<file path="src/rtl/calc_operand_fsm.sv">
// Serial front-end for the 8-bit calculator: collects A, operator and B,
// then registers the result and error flag. Division comes from an external divider.
module calc_operand_fsm (
  input  logic       clk,
  input  logic       rst,
  input  logic       clear,
  input  logic       in_valid,
  input  logic [7:0] in_data,
  output logic       in_ready,
  output logic [7:0] div_dividend,
  output logic [7:0] div_divisor,
  input  logic [7:0] div_quotient,
  input  logic       div_error,
  output logic [7:0] result,
  output logic       error,
  output logic       result_valid,
  output logic       busy,
  output logic [2:0] state
);

  typedef enum logic [2:0] {
    WAIT_A  = 3'd0,
    WAIT_OP = 3'd1,
    WAIT_B  = 3'd2,
    EXEC    = 3'd3,
    DONE    = 3'd4
  } state_t;

  state_t      state_q, state_d;
  logic [7:0]  a_q, a_d;
  logic [7:0]  b_q, b_d;
  logic [1:0]  op_q, op_d;
  logic [7:0]  result_q, result_d;
  logic        error_q, error_d;
  logic        result_valid_q, result_valid_d;

  logic [8:0]  sum_w;
  logic [8:0]  diff_w;
  logic [15:0] prod_w;
  logic [7:0]  exec_result;
  logic        exec_error;
  logic        accept;

  assign in_ready = (state_q == WAIT_A) || (state_q == WAIT_OP) ||
                    (state_q == WAIT_B) || (state_q == DONE);
  assign busy     = (state_q == EXEC);
  assign state    = state_q;
  assign accept   = in_valid && in_ready;

  assign div_dividend = a_q;
  assign div_divisor  = b_q;
  assign result       = result_q;
  assign error        = error_q;
  assign result_valid = result_valid_q;

  always_comb begin
    sum_w       = {1'b0, a_q} + {1'b0, b_q};
    diff_w      = {1'b0, a_q} - {1'b0, b_q};
    prod_w      = {8'd0, a_q} * {8'd0, b_q};
    exec_result = 8'd0;
    exec_error  = 1'b0;
    case (op_q)
      2'b00: begin
        exec_result = sum_w[7:0];
        exec_error  = sum_w[8];
      end
      2'b01: begin
        // Bit 8 of the zero-extended difference is the borrow (A < B).
        exec_result = diff_w[7:0];
        exec_error  = diff_w[8];
      end
      2'b10: begin
        exec_result = prod_w[7:0];
        exec_error  = |prod_w[15:8];
      end
      default: begin
        exec_result = div_error ? 8'd0 : div_quotient;
        exec_error  = div_error;
      end
    endcase
  end

  always_comb begin
    state_d        = state_q;
    a_d            = a_q;
    b_d            = b_q;
    op_d           = op_q;
    result_d       = result_q;
    error_d        = error_q;
    result_valid_d = 1'b0;

    if (clear) begin
      state_d  = WAIT_A;
      a_d      = 8'd0;
      b_d      = 8'd0;
      op_d     = 2'd0;
      result_d = 8'd0;
      error_d  = 1'b0;
    end else begin
      case (state_q)
        WAIT_A, DONE: begin
          if (accept) begin
            a_d     = in_data;
            state_d = WAIT_OP;
          end
        end
        WAIT_OP: begin
          if (accept) begin
            op_d    = in_data[1:0];
            state_d = WAIT_B;
          end
        end
        WAIT_B: begin
          if (accept) begin
            b_d     = in_data;
            state_d = EXEC;
          end
        end
        EXEC: begin
          result_d       = exec_result;
          error_d        = exec_error;
          result_valid_d = 1'b1;
          state_d        = DONE;
        end
        default: state_d = WAIT_A;
      endcase
    end
  end

  always_ff @(posedge clk or posedge rst) begin
    if (rst) begin
      state_q        <= WAIT_A;
      a_q            <= 8'd0;
      b_q            <= 8'd0;
      op_q           <= 2'd0;
      result_q       <= 8'd0;
      error_q        <= 1'b0;
      result_valid_q <= 1'b0;
    end else begin
      state_q        <= state_d;
      a_q            <= a_d;
      b_q            <= b_d;
      op_q           <= op_d;
      result_q       <= result_d;
      error_q        <= error_d;
      result_valid_q <= result_valid_d;
    end
  end

endmodule
</file>
<file path="config.mk">
export PLATFORM = sky130hd
export DESIGN_NAME = calc_operand_fsm
export DESIGN_NICKNAME = d
export VERILOG_FILES = /design/src/rtl/calc_operand_fsm.sv
export SDC_FILE = /design/constraint.sdc
export NUM_CORES = 1
export LEC_CHECK = 0
export CORE_ASPECT_RATIO = 1.5
export CORE_UTILIZATION = 30
export DETAILED_ROUTE_END_ITERATION = 16
export HOLD_SLACK_MARGIN = 0.1
export SYNTH_ARGS = -nofsm -noshare
export SYNTH_HDL_FRONTEND = slang
export SYNTH_SLANG_ARGS = --single-unit
</file>
<file path="constraint.sdc">
create_clock -name clk -period 9.8 [get_ports clk]
set_input_delay 0.98 -clock clk [delete_from_list [all_inputs] [get_ports clk]]
set_output_delay 0.98 -clock clk [all_outputs]
set_load 0.01 [all_outputs]
</file>
Word level (Yosys, flattened, before mapping):

Cells that the tools add are included.

* flip-flop bits (word level): 31
* logic and storage cells: 58

* add/sub/neg operators: 2
* $mul: 1
* equal/unequal tests: 9
* multiplexer cells: 22
* reductions and logical operators: 17

Operator list (number)
* $mux W8: 8
* $pmux W8 S3: 1
* $mul A8 B8 Y16: 1
* $mux W3: 4
* $pmux W3 S4: 1
* $reduce_bool A2 Y1: 5
* $add A8 B8 Y9: 1
* $ne A3 B3 Y1 const B: 3
* $sub A8 B8 Y9: 1
* $reduce_or A8 Y1: 1
* $eq A3 B2 Y1 const B: 2
* $mux W2: 3
* $reduce_and A2 Y1: 3
* $mux W1: 4
* $eq A3 B1 Y1 const B: 1
* $eq A3 B3 Y1 const B: 1
* $logic_not A3 Y1: 1
* $logic_or A1 B1 Y1: 3
* $pmux W1 S3: 1
* $reduce_and A3 Y1: 1
* $eq A2 B1 Y1 const B: 1
* $eq A2 B2 Y1 const B: 1
* $logic_not A2 Y1: 1
* $reduce_or A2 Y1: 1
* $logic_and A1 B1 Y1: 1

Longest topological paths before layout:

Gate-level depths: netlist of the first run.

* depth in word-level cells: 8
* depth in mapped cells: 18
* depth with buffers taken out: 18

Worst setup path before layout of the first run:

No wires, ideal clock.

* path type: register to register
* from: reg a_q[1], in the netlist div_dividend[1]
* to: reg error_q, in the netlist error
* setup time: 0.141 ns
* data arrival time: 4.469 ns
* data required time: 9.659 ns
* setup slack: 5.190 ns
* stages on the path, launching flop included: 17
* path buffers: 0
* period minus slack after synthesis: 4.610 ns
* path through: dfrtp_1 nand2_1 fa_1 fa_1 inv_1 fa_1 inv_1 fa_1 inv_1 ha_1 o21ai_0 nor2_1 or4_4 a31oi_4 a21oi_1 a2111oi_2 a22oi_1

* longest elaborated chain between the ends: 5
* elaborated cells on any way between the ends: 7
* classes of those cells: add/sub: 2; mul: 1; mux: 3; reduce/logical: 1

RTL lines
* start, declared: RTL line 30 `logic [7:0] a_q, a_d;`
* start signal, assigned: RTL line 133 `a_q <= 8'd0;`
* start signal, assigned: RTL line 141 `a_q <= a_d;`
* $mul A8 B8 Y16: RTL line 59 `prod_w = {8'd0, a_q} * {8'd0, b_q};`
* $reduce_or A8 Y1: RTL line 74 `exec_error = |prod_w[15:8];`
* $pmux W1 S3 (*): RTL line 62 `case (op_q)`
* $mux W1 (*): RTL line 100 `case (state_q)`
* $mux W1 (*): RTL line 92 `if (clear) begin`
* end signal, assigned: RTL line 145 `error_q <= error_d;`
* end, declared: RTL line 34 `logic error_q, error_d;`

Every way passes the cells marked *; elsewhere a longest branch is shown, timed or not. The select of a mux whose other input is x is not followed.
A chain may end at the register's enable or synchronous reset.

Worst setup path in the final report of the first run:

Same ends and word-level chain as after synthesis.

==> impl_results.md, run 1 <==
- Site Rows: 52
- Yosys cell types: 50
- Flops & latches, synth: 31
- CP cell instances: nand2_1 > fa_1 > fa_1 > inv_1 > fa_1 > inv_1 > fa_1 > inv_1 > ha_1 > o21ai_0 > nor2_1 > or4_4 > a31oi_4 > a21oi_1 > a2111oi_2 > a22oi_1
- Initial antenna violation count: 0
- Static Leak: 0.00234 uW
- Global Route Usage Sum: 17.2%
- CTS max path bufs: 2
- Tcrit/Tclk final: 50.1%
- Async set-or-reset flop fraction in the synthesized netlist: 100%
- Power per Cell Area: 79.5 nW/um^2
- Slowest library cell on the worst path: dfrtp_1
- WHS: 0.524 ns
- Routed vias/inst: 5.10
- Delay-heaviest family, CP: adder cells
- Synth warn: 0
- CTS Buf Count: 5
- Cell area after synthesis: 4140 um^2
- Critical path type: flip-flop to flip-flop
- Outcome: finished clean
- Routed WL per cell: 16.5 um
- Die width: 97.9 um
- CTS tree: yes
- Clock sink count: 31
- Area contributors post-synth: dfrtp_1, fa_1, ha_1
- Number of synthesized flops with an enable pin: 0
- Fillers: 1,380
- Hpwl dp: 9560 um
- Largest net degree at the start of global routing: 32
- Root Driver: clkbuf_16
- DR vias: 3,599
- WL final: 11,600 um
- Core area: 13,500 um^2
- Cell Area, Placed: 4810 um^2
- Synth top area share: 18.7%
- Crit path depth: 16
- MaxCap Viol Count: 0
- Vias in the first global route: 3,885
- # DRC: 0
- CP max FO: 13
- Highest Clock Rate: 0.204 GHz
- Post-CTS setup buffer count: 0
- Grt total ovfl: 0
- First-pass GRT wire length: 19,400 um
- Final Setup Violations: 0
- Count of cells resized by post-cts repair: 0
- Worst path max stage delay: 0.67 ns
- CP startpoint kind: flip-flop
- I/O Pins: 52
- CTS clk-pin slew, worst paths: 0.06 ns
- VDD IR max: 113 uV
- Setup TNS: 0 ns
- Final clock skew: 0.00634 ns
- Bufs and invs on worst path: 3
- Final non-filler cell area: 4950 um^2
- Yosys top cell by area: dfrtp_1
- Routability Congestion: 0.916
- Starting Density: 30.7%
- Final number of max-transition violations: 0
- Ys flop type: dfrtp_1
- Iteration-0 DRC Markers: 149
- Final critical-path required period: 4.91 ns
- Final Net Count: 654
- Most frequent CP cell: fa_1
- Port bufs: 51
- Synthesized Nets: 609
- Seq/Total Area, Yosys: 18.7%
- RSZ-0062 raised after global routing: no
- Clock Latency Late Sink: 0.28 ns
- Hold buffer count at CTS: 0
- Synth Instances: 498
- Area growth syn-to-layout: 19.6%
- Hold path cells: 2
- Final Hold Vio Count: 0
- Worst rel slew slack: 36.2%
- Antenna-violating nets left: 0
- Slew @ Worst Pin: 0.953 ns
- DIE AREA: 14,300 um^2
- Antenna Cells: 0
- Pre-antenna DRT Iters: 4
- Crit. End Element: flip-flop
- Post-Syn Area per Cell: 8.31 um^2
- R2R cell count: 16
- Die height: 146 um
- Share of cells above drive strength 1: 2.57%
- Worst EP required: 9.95 ns
- Worst Path Arrival: 5.06 ns
- Worst min path class: flip-flop to flip-flop
- H-tree depth: 2
[area by class of cell]
| type | instances | area [um^2] | share of cell area, % |
|---|---|---|---|
| well taps | 162 | 203 | 4.10 |
| clock buffers | 6 | 129 | 2.60 |
| flip-flops and latches | 31 | 776 | 15.7 |
| inverters | 76 | 285 | 5.76 |
| multi-input cells | 377 | 3030 | 61.1 |
| clock inverters | 2 | 12.5 | 0.253 |
| repair buffers | 52 | 518 | 10.5 |
[routing by layer]
layer	GRT usage [%]	part of all wire [%]	up-vias
met5	0	0	-
met4	8.03	4.1	0
met3	1.83	2.7	26
met2	32.7	54	84
met1	18.7	39	1747
li1	-	-	1742
[registers in the layout, indices dropped and copies added (netlist names)]
signal,cells
div_dividend,8
div_divisor,8
result,8
state,3
op_q,2
error,1
result_valid,1
[path summary, 6_finish.rpt]
| check | startpoint | to | slack (ns) |
|---|---|---|---|
| min reg2reg | result[0] | result[0] | 0.52 |
| min | result[0] | result[0] | 0.52 |
| max | div_dividend[1] | error | 4.89 |
| min in group asynchronous | rst | div_dividend[6] | 1.09 |
| max in group asynchronous | rst | result[0] | 8.41 |
| max reg2reg | div_dividend[1] | error | 4.89 |
[cells by family (layout without fill, tap and decap cells)]
| group | count (synthesis) | count (layout) | synth area share [%] |
|---|---|---|---|
| AO/OA/AOI/OAI | 101 | 101 | 15.9 |
| adder cells (fa/ha/maj) | 90 | 90 | 34.1 |
| buffers and inverters | 90 | 136 | 8.16 |
| flip-flops | 31 | 31 | 18.7 |
| AND/OR/NAND/NOR | 171 | 171 | 19.8 |
| multiplexers | 5 | 5 | 1.21 |
| XOR/XNOR | 10 | 10 | 2.12 |
[Yosys cell counts, types with 8 or more instances]
cell and instances:
nor3_1 8, nor2_1 47, clkbuf_1 11, and2_1 31, dfrtp_1 31, ha_1 52
fa_1 38, nand2_1 56, o21ai_0 26, xnor2_1 8, inv_1 74, a21oi_1 32
[power by group]
part	leakage, uW	total [uW]	switching (uW)	internal (uW)
Combinational	0.00185	91.9	50.0	41.9
Sequential	0.000422	151	17.4	134
Clock	0.0000669	151	57.2	93.6
Total	0.00234	394	125	269
[stage by stage]
stage                     instances  worst slack, ns  util, %  power [uW]
after floorplan                 498             5.19        -         203
after global placement          698             4.98     35.7         244
after detailed placement        698             4.84     35.7         245
after CTS                       706             4.85     36.8         399
after global routing            706             4.60     36.8         416
final                           706             4.89     36.8         394
[worst reg2reg max path, stage by stage, from the launching register on]
cell	delay (ns)
dfrtp_1	0.67
nand2_1	0.16
fa_1	0.52
fa_1	0.54
inv_1	0.05
fa_1	0.53
inv_1	0.06
fa_1	0.53
inv_1	0.04
ha_1	0.35
o21ai_0	0.10
nor2_1	0.09
or4_4	0.43
a31oi_4	0.20
a21oi_1	0.07
a2111oi_2	0.33
a22oi_1	0.10
[cell usage in the layout (no fill, tap or decap), types with 3 or more instances in the layout]
cell and instances:
a211oi_1 3, nor3_1 8, o211ai_1 3, nand2_1 56
a221oi_1 3, fa_1 38, and2_1 31, xnor2_1 8
mux2i_1 5, nor3b_1 3, dfrtp_1 31, clkdlybuf4s50_1 51
o31ai_1 5, nand2b_1 5, a22oi_1 3, inv_1 74
o41ai_1 3, a21oi_1 32, nand3_1 5, nor2b_1 5
nor2_1 47, ha_1 52, o21ai_0 26, a221o_1 3
clkbuf_16 5, nand3b_1 3
Note: power is estimated with default switching activity, not from simulation.
==> run 2: changes to the inputs <==
==> constraint.sdc (replaced) <==
create_clock -name clk -period 5.1 [get_ports clk]
set_input_delay 0.51 -clock clk [delete_from_list [all_inputs] [get_ports clk]]
set_output_delay 0.51 -clock clk [all_outputs]
set_load 0.01 [all_outputs]
==> impl_results.md, run 2 (synthesis gave the netlist of run 1 again) <==
- Outcome: finished clean
- Register area: 776 um^2 (unchanged)
- Initial antenna violation count: 0 (unchanged)
- Reg-to-reg endpoint: error
- Crit. End Element: flip-flop
- Die height: 146 um (unchanged)
- CP startpoint kind: flip-flop
- Worst reg2reg startpoint: div_dividend[3]
- CP max FO: 11 (-2)
- Cells after DPL: 707 (+1.3%)
- Post-CTS setup buffer count: 0 (unchanged)
- Post-Layout Cell Count: 715 (+1.3%)
- Pwr Total: 796 uW (+100%)
- Worst min path class: flip-flop to flip-flop
- First-pass GRT wire length: 19,600 um (+1.2%)
- Worst path max stage delay: 0.55 ns (-0.12 ns)
- Core area: 13,500 um^2 (unchanged)
- Starting Density: 30.7% (unchanged)
- Final Hold Vio Count: 0 (unchanged)
- Final clock skew: 0.00434 ns (-0.00199 ns)
- Delay-heaviest family, CP: adder cells
- CP cell instances: ha_1 > inv_1 > fa_1 > inv_1 > ha_1 > inv_1 > fa_1 > fa_1 > inv_1 > ha_1 > o21ai_0 > nor2_1 > or4_4 > a31oi_4 > a21oi_1 > a2111oi_2 > a22oi_1
- Hold buffer count at CTS: 0 (unchanged)
- Grt total ovfl: 0 (unchanged)
- CTS clk-pin slew, worst paths: 0.06 ns (about the same)
- Routed vias/inst: 5.19 (+1.9%)
- Routed WL per cell: 16.7 um (+1.2%)
- Power per Cell Area: 158 nW/um^2 (+99%)
- MaxCap Viol Count: 0 (unchanged)
- Final number of max-transition violations: 0 (unchanged)
- I/O Pins: 52 (unchanged)
- Most frequent CP cell: inv_1
- # DRC: 0 (unchanged)
- Area growth syn-to-layout: 21.6%
- Final critical-path required period: 4.80 ns (-0.109 ns)
- Fillers: 1,362 (-1.3%)
- Worst rel slew slack: 39.3% (+3.1 points)
- Clock Latency Late Sink: 0.28 ns (about the same)
- H-tree depth: 2 (unchanged)
- Static Leak: 0.00239 uW (+2.4%)
- Final Net Count: 663 (+1.4%)
- Multi-input gate area: 3030 um^2 (unchanged)
- Final core utilization: 37.4% (+0.64 points)
- Count of cells resized by post-cts repair: 0 (unchanged)
- Slowest library cell on the worst path: fa_1
- Hpwl dp: 9840 um (+2.9%)
- Final Setup Violations: 0 (unchanged)
- RSZ-0062 raised after global routing: no
- WL final: 11,900 um (+2.5%)
- CTS Buf Count: 5 (unchanged)
- DR vias: 3,713 (+3.2%)
- Clock sink count: 31 (unchanged)
- Setup TNS: 0 ns (unchanged)
- Hold Path Sink: result[0]
- Largest net degree at the start of global routing: 32 (unchanged)
- Port bufs: 51 (unchanged)
- Die width: 97.9 um (unchanged)
- Most frequent cells in the layout: inv_1, nand2_1, ha_1
- Antenna-violating nets left: 0 (unchanged)
- Global Route Usage Sum: 17.5% (+0.26 points)
- Origin of the worst setup path: div_dividend[3]
- VDD IR max: 161 uV (+42%)
- Root Driver: clkbuf_16
- Antenna Cells: 0 (unchanged)
- Hold path cells: 2 (unchanged)
- Vias in the first global route: 4,030 (+3.7%)
- CTS tree: yes
- Bufs and invs on worst path: 4 (+1)
- Pre-antenna DRT Iters: 4 (unchanged)
- Share of cells above drive strength 1: 4.34% (+1.8 points)
- Commonest non-fill, non-tap cell in the layout: inv_1
- DIE AREA: 14,300 um^2 (unchanged)
- CTS max path bufs: 2 (unchanged)
- Site Rows: 52 (unchanged)
- Highest Clock Rate: 0.208 GHz (+2.3%)
- Worst EP required: 5.25 ns (-4.70 ns)
- R2R cell count: 17 (+1)
- Worst Path Arrival: 4.95 ns (-0.11 ns)
- Tcrit/Tclk final: 94.1% (+44 points)
- Routability Congestion: 0.938 (+2.3%)
- Iteration-0 DRC Markers: 172 (+15%)
- Reg-to-reg slack, setup: 0.30 ns (-4.59 ns)
- Critical path type: flip-flop to flip-flop
- Min-delay src: result[0]
- Slew @ Worst Pin: 0.907 ns (-0.0459 ns)
[run 2: cell count changes in the layout (fill, tap and decap cells not counted)]
| cell | previous run | this run |
|---|---|---|
| clkbuf_8 | 0 | 2 |
| clkinv_2 | 1 | 0 |
| buf_4 | 1 | 10 |
| clkbuf_1 | 1 | 0 |
[run 2: power by group]
group          total (uW)  leakage (uW)  switching (uW)  internal [uW]
Combinational         200       0.00189             113           87.1
Sequential            278      0.000422            20.6            257
Clock                 318     0.0000761             111            207
Total                 796       0.00239             244            551
[run 2: worst max path at each step]
stage	end	slack [ns]	depth (start not counted)
2_1_floorplan	error	0.49	16
3_3_place_gp	error	0.39	17
3_5_place_dp	error	0.29	17
4_1_cts	error	0.29	17
5_1_grt	error	0.11	17
6_report	error	0.30	17
[run 2: cell type report]
type,instances,area share (%)
clock buffer,7,3.03
clock inverter,1,0.149
inverter,76,5.66
multi-input combinational,377,60.1
sequential,31,15.4
tap,162,4.02
timing repair buffer,61,11.6
[run 2: routing by layer]
metal / global-route usage (%) / vias up / routed length, um
met2: 34.4 / 96 / 6610
met4: 7.05 / 0 / 442
met5: 0 / - / 0
met1: 18.3 / 1832 / 4570
met3: 2.02 / 27 / 318
li1: - / 1758 / -
[run 2: metrics by stage]
step	hold slack [ns]	setup WS, ns	area, um^2
final	0.532	0.299	5040
after global routing	0.539	0.114	5040
after CTS	0.529	0.286	5040
after detailed placement	0.513	0.294	4880
after global placement	0.512	0.390	4880
after floorplan	0.546	0.490	4140
[run 2: tightest hold or removal path: stages (launching register included)]
cell and delay (ns):
dfrtp_1 0.34, a21oi_1 0.06, nor2_1 0.08
==> run 3: changes to the inputs <==
--- a/config.mk
+++ b/config.mk
@@ -6,9 +6,10 @@
 export NUM_CORES = 1
 export LEC_CHECK = 0
 export CORE_ASPECT_RATIO = 1.5
-export CORE_UTILIZATION = 30
+export CORE_UTILIZATION = 55
 export DETAILED_ROUTE_END_ITERATION = 16
 export HOLD_SLACK_MARGIN = 0.1
+export PLACE_DENSITY_LB_ADDON = 0.3
 export SYNTH_ARGS = -nofsm -noshare
 export SYNTH_HDL_FRONTEND = slang
 export SYNTH_SLANG_ARGS = --single-unit
==> impl_results.md, run 3 (synthesis gave the netlist of run 1 again) <==
- Clock sink count: 31 (unchanged)
- Root Driver: clkbuf_8
- Die height: 108 um (-26%)
- CP startpoint kind: flip-flop
- Pre-antenna DRT Iters: 4 (unchanged)
- Share of cells above drive strength 1: 3.82% (-0.52 points)
- Initial antenna violation count: 0 (unchanged)
- WHS: 0.536 ns (+0.00384 ns)
- Routed WL per cell: 16.9 um (+1.3%)
- Area growth syn-to-layout: 18.2%
- Slowest library cell on the worst path: dfrtp_1
- CTS clk-pin slew, worst paths: 0.07 ns (about the same)
- Grt total ovfl: 0 (unchanged)
- Clk network pwr share: 35.6% (-4.4 points)
- Post-CTS setup buffer count: 0 (unchanged)
- First-pass GRT wire length: 17,800 um (-9.2%)
- I/O Pins: 52 (unchanged)
- Clock Latency Late Sink: 0.29 ns (about the same)
- Hpwl dp: 8900 um (-9.6%)
- Routability Congestion: 0.932 (-0.60%)
- Largest net degree at the start of global routing: 32 (unchanged)
- Sequential Power Share: 38.3% (+3.4 points)
- H-tree depth: 2 (unchanged)
- RSZ-0062 raised after global routing: no
- Setup ws final: 0.251 ns (-0.0477 ns)
- Final critical-path required period: 4.85 ns (+0.0477 ns)
- Cells after DPL: 642 (-9.2%)
- Worst EP required: 5.25 ns (about the same)
- Most frequent cells in the layout: inv_1, nand2_1, ha_1
- Multi-input gate area: 3030 um^2 (unchanged)
- Count of cells resized by post-cts repair: 0 (unchanged)
- CP max FO: 11 (unchanged)
- Worst path max stage delay: 0.58 ns (+0.03 ns)
- Pwr Total: 732 uW (-7.9%)
- DIE AREA: 7890 um^2 (-45%)
- Final clock skew: 0.00863 ns (+0.00429 ns)
- Static Leak: 0.00236 uW (-1.3%)
- Starting Density: 56.9% (+26 points)
- Hold buffer count at CTS: 0 (unchanged)
- Final Hold Vio Count: 0 (unchanged)
- Global Route Usage Sum: 30.0% (+13 points)
- Routed vias/inst: 5.70 (+9.9%)
- VDD IR max: 160 uV (-0.56%)
- Most frequent CP cell: fa_1
- Port bufs: 51 (unchanged)
- Worst Path Arrival: 5.00 ns (+0.05 ns)
- Die width: 72.8 um (-26%)
- CTS max path bufs: 2 (unchanged)
- Register area: 776 um^2 (unchanged)
- Sw Share: 31.8% (+1.1 points)
- Fillers: 601 (-56%)
- Pre-CTS setup slack: 0.268 ns (-0.0264 ns)
- DR vias: 3,708 (-0.13%)
- Comb power frac: 26.1% (+1.0 points)
- Final number of max-transition violations: 0 (unchanged)
- Final Net Count: 660 (-0.45%)
- Worst min path class: flip-flop to flip-flop
- NetSw: 233 uW (-4.6%)
- Vias in the first global route: 3,816 (-5.3%)
- Antenna-violating nets left: 0 (unchanged)
- Iteration-0 DRC Markers: 123 (-28%)
- Highest Clock Rate: 0.206 GHz (-0.98%)
- Outcome: finished clean
- Critical path type: flip-flop to flip-flop
- MaxCap Viol Count: 0 (unchanged)
- Core area: 7270 um^2 (-46%)
- Int Pwr: 499 uW (-9.4%)
- Final Setup Violations: 0 (unchanged)
- CTS Buf Count: 5 (unchanged)
- WL final: 11,000 um (-7.9%)
- Tcrit/Tclk final: 95.1% (+0.94 points)
- CTS tree: yes
- Commonest non-fill, non-tap cell in the layout: inv_1
- Post-Layout Cell Count: 650 (-9.1%)
- Antenna Cells: 0 (unchanged)
- Site Rows: 38 (-27%)
- Crit. End Element: flip-flop
- Reg-to-reg slack, setup: 0.25 ns (-0.05 ns)
- Worst rel slew slack: 36.1% (-3.2 points)
- Setup TNS: 0 ns (unchanged)
- Slew @ Worst Pin: 0.954 ns (+0.0466 ns)
- CP cell instances: nand2_1 > fa_1 > fa_1 > inv_1 > fa_1 > inv_1 > fa_1 > inv_1 > ha_1 > o21ai_0 > nor2_1 > or4_4 > a31oi_4 > a21oi_1 > a2111oi_2 > a22oi_1
- # DRC: 0 (unchanged)
- Power per Cell Area: 150 nW/um^2 (-5.3%)
-- run 3: stage by stage --
stage          area, um^2  util [%]
3_3_place_gp         4780      65.7
6_report             4890      67.3
4_1_cts              4890      67.3
5_1_grt              4890      67.3
3_5_place_dp         4780      65.7
2_1_floorplan        4140         -
-- run 3: area by class of cell --
class,count,area share [%]
Clock buffer,6,1.69
Clock inverter,2,0.716
Inverter,76,5.83
Multi-Input combinational cell,377,61.9
Sequential cell,31,15.9
Tap cell,100,2.56
Timing Repair Buffer,58,11.5
-- run 3: power groups by stage --
| stage | Clock (uW) | Combinational, uW | Sequential, uW |
|---|---|---|---|
| floorplan | 0 | 107 | 283 |
| global placement | 0 | 185 | 284 |
| detailed placement | 0 | 190 | 285 |
| CTS | 264 | 191 | 280 |
| global route | 274 | 211 | 283 |
| finish | 261 | 191 | 281 |
-- run 3: worst paths after layout --
path                                       from        end  depth (start not counted)
worst max-delay path            div_dividend[2]      error                         16
worst max register to register  div_dividend[2]      error                         16
worst min register to register        result[2]  result[2]                          2
min in group asynchronous                   rst   state[0]                          3
worst min-delay path                  result[2]  result[2]                          2
max in group asynchronous                   rst    op_q[0]                          3
-- run 3: worst max-delay path: cells and delay by family, from the launching register on --
kind	cells	cell delay, ns
simple gates	3	0.68
buf+inv	3	0.16
fa+ha+maj	5	2.46
flops	1	0.58
compound gates	5	0.84
-- run 3: routing by layer --
| metal | track usage [%] | wire length, um | share of wire (%) |
|---|---|---|---|
| met4 | 11.3 | 370 | 3.4 |
| met1 | 33.1 | 4150 | 38 |
| met3 | 4.38 | 490 | 4.5 |
| met2 | 56.5 | 5980 | 54 |
| met5 | 0 | 0 | 0 |
